$ cat config.mk
export PLATFORM = sky130hd
export DESIGN_NAME = ps2_rx_fifo
export DESIGN_NICKNAME = d
export VERILOG_FILES = /design/src/rtl/ps2_rx_fifo.sv
export SDC_FILE = /design/constraint.sdc
export NUM_CORES = 1
export LEC_CHECK = 0
export ABC_AREA = 1
export CAP_MARGIN = 20
export CORE_MARGIN = 2
export CORE_UTILIZATION = 35
export CTS_CLUSTER_DIAMETER = 100
export DETAILED_ROUTE_END_ITERATION = 12
export PLACE_DENSITY = 0.54
export SLEW_MARGIN = 10
export SYNTH_ARGS = -nofsm -noshare
export SYNTH_HDL_FRONTEND = slang
export SYNTH_SLANG_ARGS = --single-unit
$ cat constraint.sdc
create_clock -name iCLK_50 -period 2.3 [get_ports iCLK_50]
set_clock_uncertainty 0.15 [all_clocks]
set_input_delay 0.69 -clock iCLK_50 [delete_from_list [all_inputs] [get_ports iCLK_50]]
set_output_delay 0.69 -clock iCLK_50 [all_outputs]
set_load 0.05 [all_outputs]
$ cat src/rtl/ps2_rx_fifo.sv
// ps2_rx_fifo: filtered PS/2 keyboard receiver with frame checks, watchdog,
// optional E0/F0 prefix folding and a first-word-fall-through code FIFO.
module ps2_rx_fifo #(
    parameter int FILTER_LEN = 8,
    parameter int FIFO_DEPTH = 8,
    parameter int TIMEOUT    = 50000,
    parameter int DECODE     = 1
) (
    input  logic                          iCLK_50,
    input  logic                          iKEY,
    input  logic                          iSW,
    input  logic                          PS2_KBCLK,
    input  logic                          PS2_KBDAT,
    input  logic                          iRD,
    output logic [9:0]                    oDATA,
    output logic                          oVALID,
    output logic [$clog2(FIFO_DEPTH):0]   oCOUNT,
    output logic                          oOVF,
    output logic [2:0]                    oERR
);
    localparam int AW = $clog2(FIFO_DEPTH);
    localparam int WW = $clog2(TIMEOUT);
    localparam logic [WW-1:0] WD_MAX = WW'(TIMEOUT - 1);
    localparam logic [AW:0] FULL = (AW + 1)'(FIFO_DEPTH);

    typedef enum logic [1:0] {IDLE, SHIFT, CHECK} state_t;

    state_t state;
    logic [1:0] kc_s, kd_s;
    logic [FILTER_LEN-1:0] sr;
    logic fclk, fe, bit_in;
    logic [3:0] cnt;
    logic [9:0] sh;
    logic [WW-1:0] wd;
    logic ext, brk;
    logic is_e0, is_f0, push, pop, full, wr;
    logic [9:0] mem [FIFO_DEPTH];
    logic [AW-1:0] wp, rp;

    assign bit_in = kd_s[1];
    assign fe = fclk && ~|sr;

    always_ff @(posedge iCLK_50) begin
        if (!iKEY) begin
            kc_s <= '1;
            kd_s <= '1;
            sr   <= '1;
            fclk <= 1'b1;
        end else begin
            kc_s <= {kc_s[0], PS2_KBCLK};
            kd_s <= {kd_s[0], PS2_KBDAT};
            sr   <= {sr[FILTER_LEN-2:0], kc_s[1]};
            fclk <= (&sr) ? 1'b1 : (~|sr) ? 1'b0 : fclk;
        end
    end

    assign is_e0 = (DECODE != 0) && sh[7:0] == 8'hE0;
    assign is_f0 = (DECODE != 0) && sh[7:0] == 8'hF0;
    assign push  = state == CHECK && oERR == 3'b000 && !is_e0 && !is_f0;

    // Frame errors are registered on the stop-bit strobe so they line up with CHECK.
    always_ff @(posedge iCLK_50) begin
        if (!iKEY) begin
            state <= IDLE;
            cnt   <= '0;
            sh    <= '0;
            wd    <= '0;
            oERR  <= '0;
            ext   <= 1'b0;
            brk   <= 1'b0;
        end else begin
            oERR <= '0;
            wd   <= (fe || state != SHIFT) ? '0 : wd + 1'b1;
            case (state)
                IDLE: begin
                    if (fe && iSW && !bit_in) begin
                        state <= SHIFT;
                        cnt   <= '0;
                    end
                end
                SHIFT: begin
                    if (fe) begin
                        sh  <= {bit_in, sh[9:1]};
                        cnt <= cnt + 1'b1;
                        if (cnt == 4'd9) begin
                            state   <= CHECK;
                            oERR[1] <= ~bit_in;
                            oERR[0] <= bit_in & ~^sh[9:1];
                        end
                    end else if (wd == WD_MAX) begin
                        state   <= IDLE;
                        oERR[2] <= 1'b1;
                        ext     <= 1'b0;
                        brk     <= 1'b0;
                    end
                end
                CHECK: begin
                    state <= IDLE;
                    ext   <= oERR == 3'b000 && (is_e0 || (ext && is_f0));
                    brk   <= oERR == 3'b000 && (is_f0 || (brk && is_e0));
                end
                default: state <= IDLE;
            endcase
        end
    end

    assign oVALID = oCOUNT != '0;
    assign pop    = iRD && oVALID;
    assign full   = oCOUNT == FULL;
    assign wr     = push && (!full || pop);
    assign oDATA  = oVALID ? mem[rp] : '0;

    always_ff @(posedge iCLK_50) begin
        if (!iKEY) begin
            wp     <= '0;
            rp     <= '0;
            oCOUNT <= '0;
            oOVF   <= 1'b0;
        end else begin
            if (wr) wp <= wp + 1'b1;
            if (pop) rp <= rp + 1'b1;
            oCOUNT <= oCOUNT + {{AW{1'b0}}, wr} - {{AW{1'b0}}, pop};
            if (push && !wr) oOVF <= 1'b1;
        end
    end

    always_ff @(posedge iCLK_50) begin
        if (wr) mem[wp] <= {ext, brk, sh[7:0]};
    end
endmodule
==> qor.yml, run 1 <==
status: "finished, violations left"
violations: "negative setup slack"
timing.rr.start: "oCOUNT[2]$_SDFF_PN0_"
final_common_cell: "nor2_1"
syn_to_final_growth_pct: 31.2
via_per_inst: 4.86
powerDensity_nw_per_um2: 1030
worstPathMaxFanout: 13
dieArea_sq_um: 18300
rsz0062_at_grt: "yes"
fin_nets: 724
syn_nets: 647
finalMaxSlewViolations: 0
utilization_pct: 46.5
grt_pass1_wl_mm: 22.5
gr-total-overflow: 0
wl_mm: 14.0
cts_tree: "built"
critPathKind: "reg2out"
crit_top_cell: "buf_4"
fmax_mhz: 382
place_ws_ns: -0.340
initial_core_util_pct: 35.4
cts_buffers: 17
row_count: 48
hold_slack_ns: 0.263
fp.dieW_um: 135
yosysSeqAreaShare_pct: 61.0
grt_max_degree: 25
syn-instance-count: 630
dr.first_iter.drc_count: 309
worst_pin_slew_ns: 0.366
hold_path.class: "reg2reg"
final_cell_mix: "105 x nor2_1, 80 x edfxtp_1, 72 x nand2_1, 59 x dfxtp_1, 50 x buf_4"
postCtsHoldBufs: 0
num_vias: 4589
ioPinCount: 25
yosysUniqueCellTypes: 39
drtPass1Iterations: 4
p_leak_uw: 0.00297
io_buffers: 24
clockRootBuffer: "clkbuf_16"
final_hold_viol_count: 0
synth_edf_count: 80
ys.flop_type: "edfxtp_1"
async_reset_ff_share_pct: 0
slew_headroom_pct: 75.4
r2r_cells: 13
drc: 0
cp.arrival_ns: 1.78
clk_pin_slew_ns: 0.06
globalplace.congestion: 0.822
cts_max_level: 4
grt_util_all_layers_pct: 16.0
reg2reg_to: "oCOUNT[2]$_SDFF_PN0_"
ir_worst_vdd_mv: 0.788
final_layout_size_suffix_gt1_share_pct: 26.8
required_ns: 1.46
synth.avg_cell_area_sq_um: 9.58
slowest_delay_ns: 0.43
slowest_stage: "dfxtp_4"
rrSetupSlack_ns: 0.07
crit_path_cell_trace: "inv_4 -> buf_4 -> buf_12 -> o21ai_2 -> buf_4 -> a31oi_4 -> buf_6"
clockBufferDepth: 2
fillerInstances: 1606
end_kind: "output pin"
multi_input_area_sq_um: 2400
coreArea_sq_um: 17100
post-route-period-util_pct: 114
ant_nets: 0
maxCapViolCount: 0
cp-endpoint: "oDATA[4]"
synth_area_sq_um: 6040
ys_seq_elements: 144
finalSetupTns_ns: -2.99
clk_latency_ns: 0.42
die_h_um: 135
dpl.hpwl_mm: 9.62
worstSetupStartpointType: "flip-flop"
regArea_sq_um: 3700
setup_slack_ns: -0.316
worstHoldPathCells: 1
grt_pass1_vias: 4485
antenna_found_initial: 0
cts_num_sinks: 144
wl_per_cell_um: 14.8
yosysWarnings: 0
diodes: 0
layout_min_cycle_time_ns: 2.62
setup_viol: 10
-- cell type report --
type / count / share of cell area (%)
Inverter: 51 / 2.54
Timing Repair Buffer: 80 / 10.5
Clock buffer: 23 / 5.65
Clock inverter: 9 / 0.853
Multi-Input combinational cell: 413 / 30.2
Sequential cell: 144 / 46.7
Tap cell: 225 / 3.55
-- stage by stage --
| stage | instances | total power [uW] | instance area, sq um |
|---|---|---|---|
| 5_1_grt | 945 | 8540 | 7930 |
| 2_1_floorplan | 630 | 4310 | 6210 |
| 3_5_place_dp | 917 | 5330 | 7150 |
| 4_1_cts | 951 | 8150 | 7820 |
| 6_report | 945 | 8160 | 7930 |
| 3_3_place_gp | 917 | 5300 | 7150 |
-- cells by family (layout without fill, tap and decap cells) --
family                   after synthesis  count (layout)  share of synthesized area [%]
adder cells (fa/ha/maj)               11              11                           2.40
XOR/XNOR                               9               9                           1.31
AO/OA/AOI/OAI                        119             119                           10.3
flip-flops                           144             144                           61.0
buffers and inverters                 73             163                           4.83
AND/OR/NAND/NOR                      274             274                           20.2
-- worst max-delay path, delay by kind of cell (launching register included) --
kind / cells / cell delay (ns)
compound gates: 2 / 0.24
buf+inv: 5 / 0.69
flops: 1 / 0.43
-- report_power, final --
part,total [uW],leakage [uW],internal (uW),switching [uW]
combinational,2880,0.00134,1240,1640
sequential,2840,0.00138,2770,76.1
clock,2450,0.000257,1470,980
total,8160,0.00297,5470,2700
-- how the worst min path moves through the flow --
stage / from / endpoint
finish: kc_s[1]$_SDFF_PN1_ / sr[0]$_SDFF_PN1_
global route: kc_s[1]$_SDFF_PN1_ / sr[0]$_SDFF_PN1_
CTS: kc_s[1]$_SDFF_PN1_ / sr[0]$_SDFF_PN1_
detailed placement: kc_s[1]$_SDFF_PN1_ / sr[0]$_SDFF_PN1_
global placement: kc_s[1]$_SDFF_PN1_ / sr[0]$_SDFF_PN1_
floorplan: kc_s[0]$_SDFF_PN1_ / kc_s[1]$_SDFF_PN1_
-- metal layers --
metal  GRT usage [%]  vias to the layer above  part of all wire, %
li1                -                     2293                    -
met1            21.7                     2184                   47
met2            25.0                       96                   47
met3            3.52                       16                  4.2
met4            5.96                        0                  1.6
met5               0                        -                    0
-- what timing repair did --
| item | in CTS | in global routing |
|---|---|---|
| pin swaps | 4 | 28 |
| cloned | 1 | 1 |
| buffers inserted | 2 | 2 |
| setup endpoints to repair | 12 | 14 |
| gates resized for setup | 58 | 57 |
-- cells in the mapped netlist (3+ instances only) --
| library cell | n | share of area (%) |
|---|---|---|
| a21oi_1 | 27 | 2.2 |
| a31oi_1 | 10 | 1.0 |
| buf_2 | 5 | 0.41 |
| clkbuf_1 | 14 | 0.87 |
| dfxtp_1 | 64 | 21 |
| edfxtp_1 | 80 | 40 |
| ha_1 | 10 | 2.1 |
| inv_1 | 44 | 2.7 |
| inv_2 | 6 | 0.37 |
| nand2_1 | 77 | 4.8 |
| nand2_2 | 4 | 0.41 |
| nand3_1 | 26 | 2.2 |
| nand3_2 | 3 | 0.50 |
| nand4_1 | 8 | 0.83 |
| nor2_1 | 121 | 7.5 |
| nor2_2 | 3 | 0.31 |
| nor2_4 | 3 | 0.56 |
| nor3_1 | 9 | 0.75 |
| nor4_1 | 3 | 0.31 |
| o21ai_0 | 71 | 5.9 |
| o21ai_1 | 6 | 0.50 |
| or2_2 | 12 | 1.2 |
| xnor2_1 | 6 | 0.87 |
| xor2_1 | 3 | 0.44 |
-- state kept, by name, summed over array words and instances (netlist names), 2 cells and up, named ones only --
name / cells
kc_s: 2
kd_s: 2
oCOUNT: 4
state: 2
mem: 80
wd: 16
oERR: 3
cnt: 4
sr: 8
rp: 3
wp: 3
sh: 10
Power figures use the tool's default switching activity.
==> run 2, diff against run 1 <==
--- a/config.mk
+++ b/config.mk
@@ -8,10 +8,11 @@
 export ABC_AREA = 1
 export CAP_MARGIN = 20
 export CORE_MARGIN = 2
-export CORE_UTILIZATION = 35
+export CORE_UTILIZATION = 55
 export CTS_CLUSTER_DIAMETER = 100
+export CTS_CLUSTER_SIZE = 40
 export DETAILED_ROUTE_END_ITERATION = 12
-export PLACE_DENSITY = 0.54
+export PLACE_DENSITY = 0.76
 export SLEW_MARGIN = 10
 export SYNTH_ARGS = -nofsm -noshare
 export SYNTH_HDL_FRONTEND = slang
==> qor.yml, run 2 (synthesis results as in run 1) <==
initial_core_util_pct: 55.9
slowest_stage: "dfxtp_2"
io_buffers: 24
grt_pass1_vias: 4637
hold_path.class: "reg2reg"
cp.arrival_ns: 1.98
wirelength_met1_mm: 5.79
final_common_cell: "nor2_1"
slowest_delay_ns: 0.33
gr-total-overflow: 0
final_layout_size_suffix_gt1_share_pct: 29.8
die_h_um: 109
grt_util_all_layers_pct: 25.9
drtPass1Iterations: 5
grt_pass1_wl_mm: 22.9
hp-start: "kc_s[0]$_SDFF_PN1_"
finalPower_uw: 8630
worst_pin_slew_ns: 0.535
finalMaxSlewViolations: 0
top_register: "mem"
switching_share_pct: 33.5
r2r_cells: 13
violations: "negative setup slack"
setup_viol: 11
crit_top_cell: "o21ai_2"
critPathKind: "reg2out"
clockBufferDepth: 2
layout_min_cycle_time_ns: 2.82
worstSetupStartpointType: "flip-flop"
dr.first_iter.drc_count: 567
clockRootBuffer: "clkbuf_8"
p_comb_share_pct: 36.0
critical_path.top_delay_family: "compound AO/OA/AOI/OAI gates"
finalSetupTns_ns: -4.90
layout.cells.non_filler: 861
ioPinCount: 25
cts_buffers: 17
crit_path_cell_trace: "buf_12 -> buf_4 -> nor2_2 -> nor2_1 -> o21ai_1 -> o21ai_2 -> o21ai_2 -> a31oi_4 -> buf_6"
setup_slack_ns: -0.517
grt_max_degree: 31
dp.cells: 824
wl_mm: 14.8
diodes: 0
p_leak_uw: 0.00306
cts_num_sinks: 144
path_buf_inv: 3
pwr-share-seq_pct: 33.0
end_kind: "output pin"
reg_top3: "mem x80, wd x16, sh x10"
globalplace.congestion: 0.867
clk_pin_slew_ns: 0.06
intPower_uw: 5740
slew_headroom_pct: 64.3
dr_wl_met3_mm: 1.30
status: "finished, violations left"
cp_num_cells: 9
maxCapViolCount: 0
num_vias: 4829
cts_max_level: 4
power_switching_uw: 2890
fmax_mhz: 355
rsz0062_at_grt: "yes"
utilization_pct: 74.4
wl_met2_mm: 7.55
clock_power_share_pct: 31.0
final_cell_mix: "99 x nor2_1, 80 x edfxtp_1, 75 x nand2_1, 58 x dfxtp_1, 43 x buf_4"
coreArea_sq_um: 10800
fin_nets: 725
antenna_found_initial: 0
clk_latency_ns: 0.53
worstHoldPathCells: 1
post-route-period-util_pct: 122
ir_worst_vdd_mv: 0.825
routed.top_layer: "met4"
wl_per_cell_um: 17.2
largest_register_ffs: 80
drc: 0
ant_nets: 0
hold_slack_ns: 0.263
powerDensity_nw_per_um2: 1080
syn_to_final_growth_pct: 32.9
timing.rr.start: "oCOUNT[2]$_SDFF_PN0_"
worstPathMaxFanout: 8
dieArea_sq_um: 11800
via_per_inst: 5.61
required_ns: 1.46
cts_tree: "built"
row_count: 38
dpl.hpwl_mm: 9.09
final_hold_viol_count: 0
fp.dieW_um: 109
==> run 2: power groups by stage <==
stage          registers (uW)  clock network (uW)  logic [uW]
2_1_floorplan            2960                   0        1360
3_3_place_gp             2870                   0        2320
3_5_place_dp             2870                   0        2390
4_1_cts                  2830                2690        2930
5_1_grt                  2850                2810        3280
6_report                 2850                2680        3110
==> run 2: worst paths after layout <==
kind                                              to  slack (ns)
worst max-delay path                        oDATA[0]       -0.52
worst min-delay path              kc_s[1]$_SDFF_PN1_        0.26
worst max register to register  oCOUNT[1]$_SDFF_PN0_        0.12
worst min register to register    kc_s[1]$_SDFF_PN1_        0.26
==> run 2: stage by stage <==
step / instance area (sq um) / setup WS, ns
after floorplan: 6210 / -0.0690
after global placement: 7000 / -0.245
after detailed placement: 7000 / -0.314
after CTS: 7920 / -0.522
after global routing: 8030 / -0.581
final: 8030 / -0.517
==> run 2: layer usage <==
layer  vias up  GRT usage (%)
met2       238           44.3
li1       2299              -
met4         0           8.24
met1      2273           33.4
met5         -              0
met3        19           5.08
==> run 2: layout make-up <==
cell class,count,area [sq um]
repair buffers,80,933
multi-input cells,413,2420
clock inverters,11,131
well taps,140,175
flip-flops and latches,144,3700
repair inverters,1,7.51
inverters,51,209
fillers,660,2770
clock buffers,21,449
==> run 2: repair_timing <==
action                     CTS  global route
resized for setup           97            41
buffers inserted             8             0
setup endpoints to repair   11            13
pin swaps                   20            16
hold buffers                 0             0
cloned                       5             2
==> run 2: worst register-to-register path, delay by kind of cell, from the launching register on <==
family	cells	cell delay, ns
adder cells (fa/ha/maj)	3	0.84
buffers and inverters	5	0.43
AND/OR/NAND/NOR	5	0.35
flip-flops	1	0.35
==> run 3, diff against run 2 <==
--- a/config.mk
+++ b/config.mk
@@ -6,12 +6,14 @@
 export NUM_CORES = 1
 export LEC_CHECK = 0
 export ABC_AREA = 1
+export ABC_CLOCK_PERIOD_IN_PS = 2300
 export CAP_MARGIN = 20
 export CORE_MARGIN = 2
 export CORE_UTILIZATION = 55
 export CTS_CLUSTER_DIAMETER = 100
 export CTS_CLUSTER_SIZE = 40
 export DETAILED_ROUTE_END_ITERATION = 12
+export GPL_ROUTABILITY_DRIVEN = 0
 export PLACE_DENSITY = 0.76
 export SLEW_MARGIN = 10
 export SYNTH_ARGS = -nofsm -noshare
==> results of run 3 <==
Final layout, timing and power as in run 2 (identical DEF).
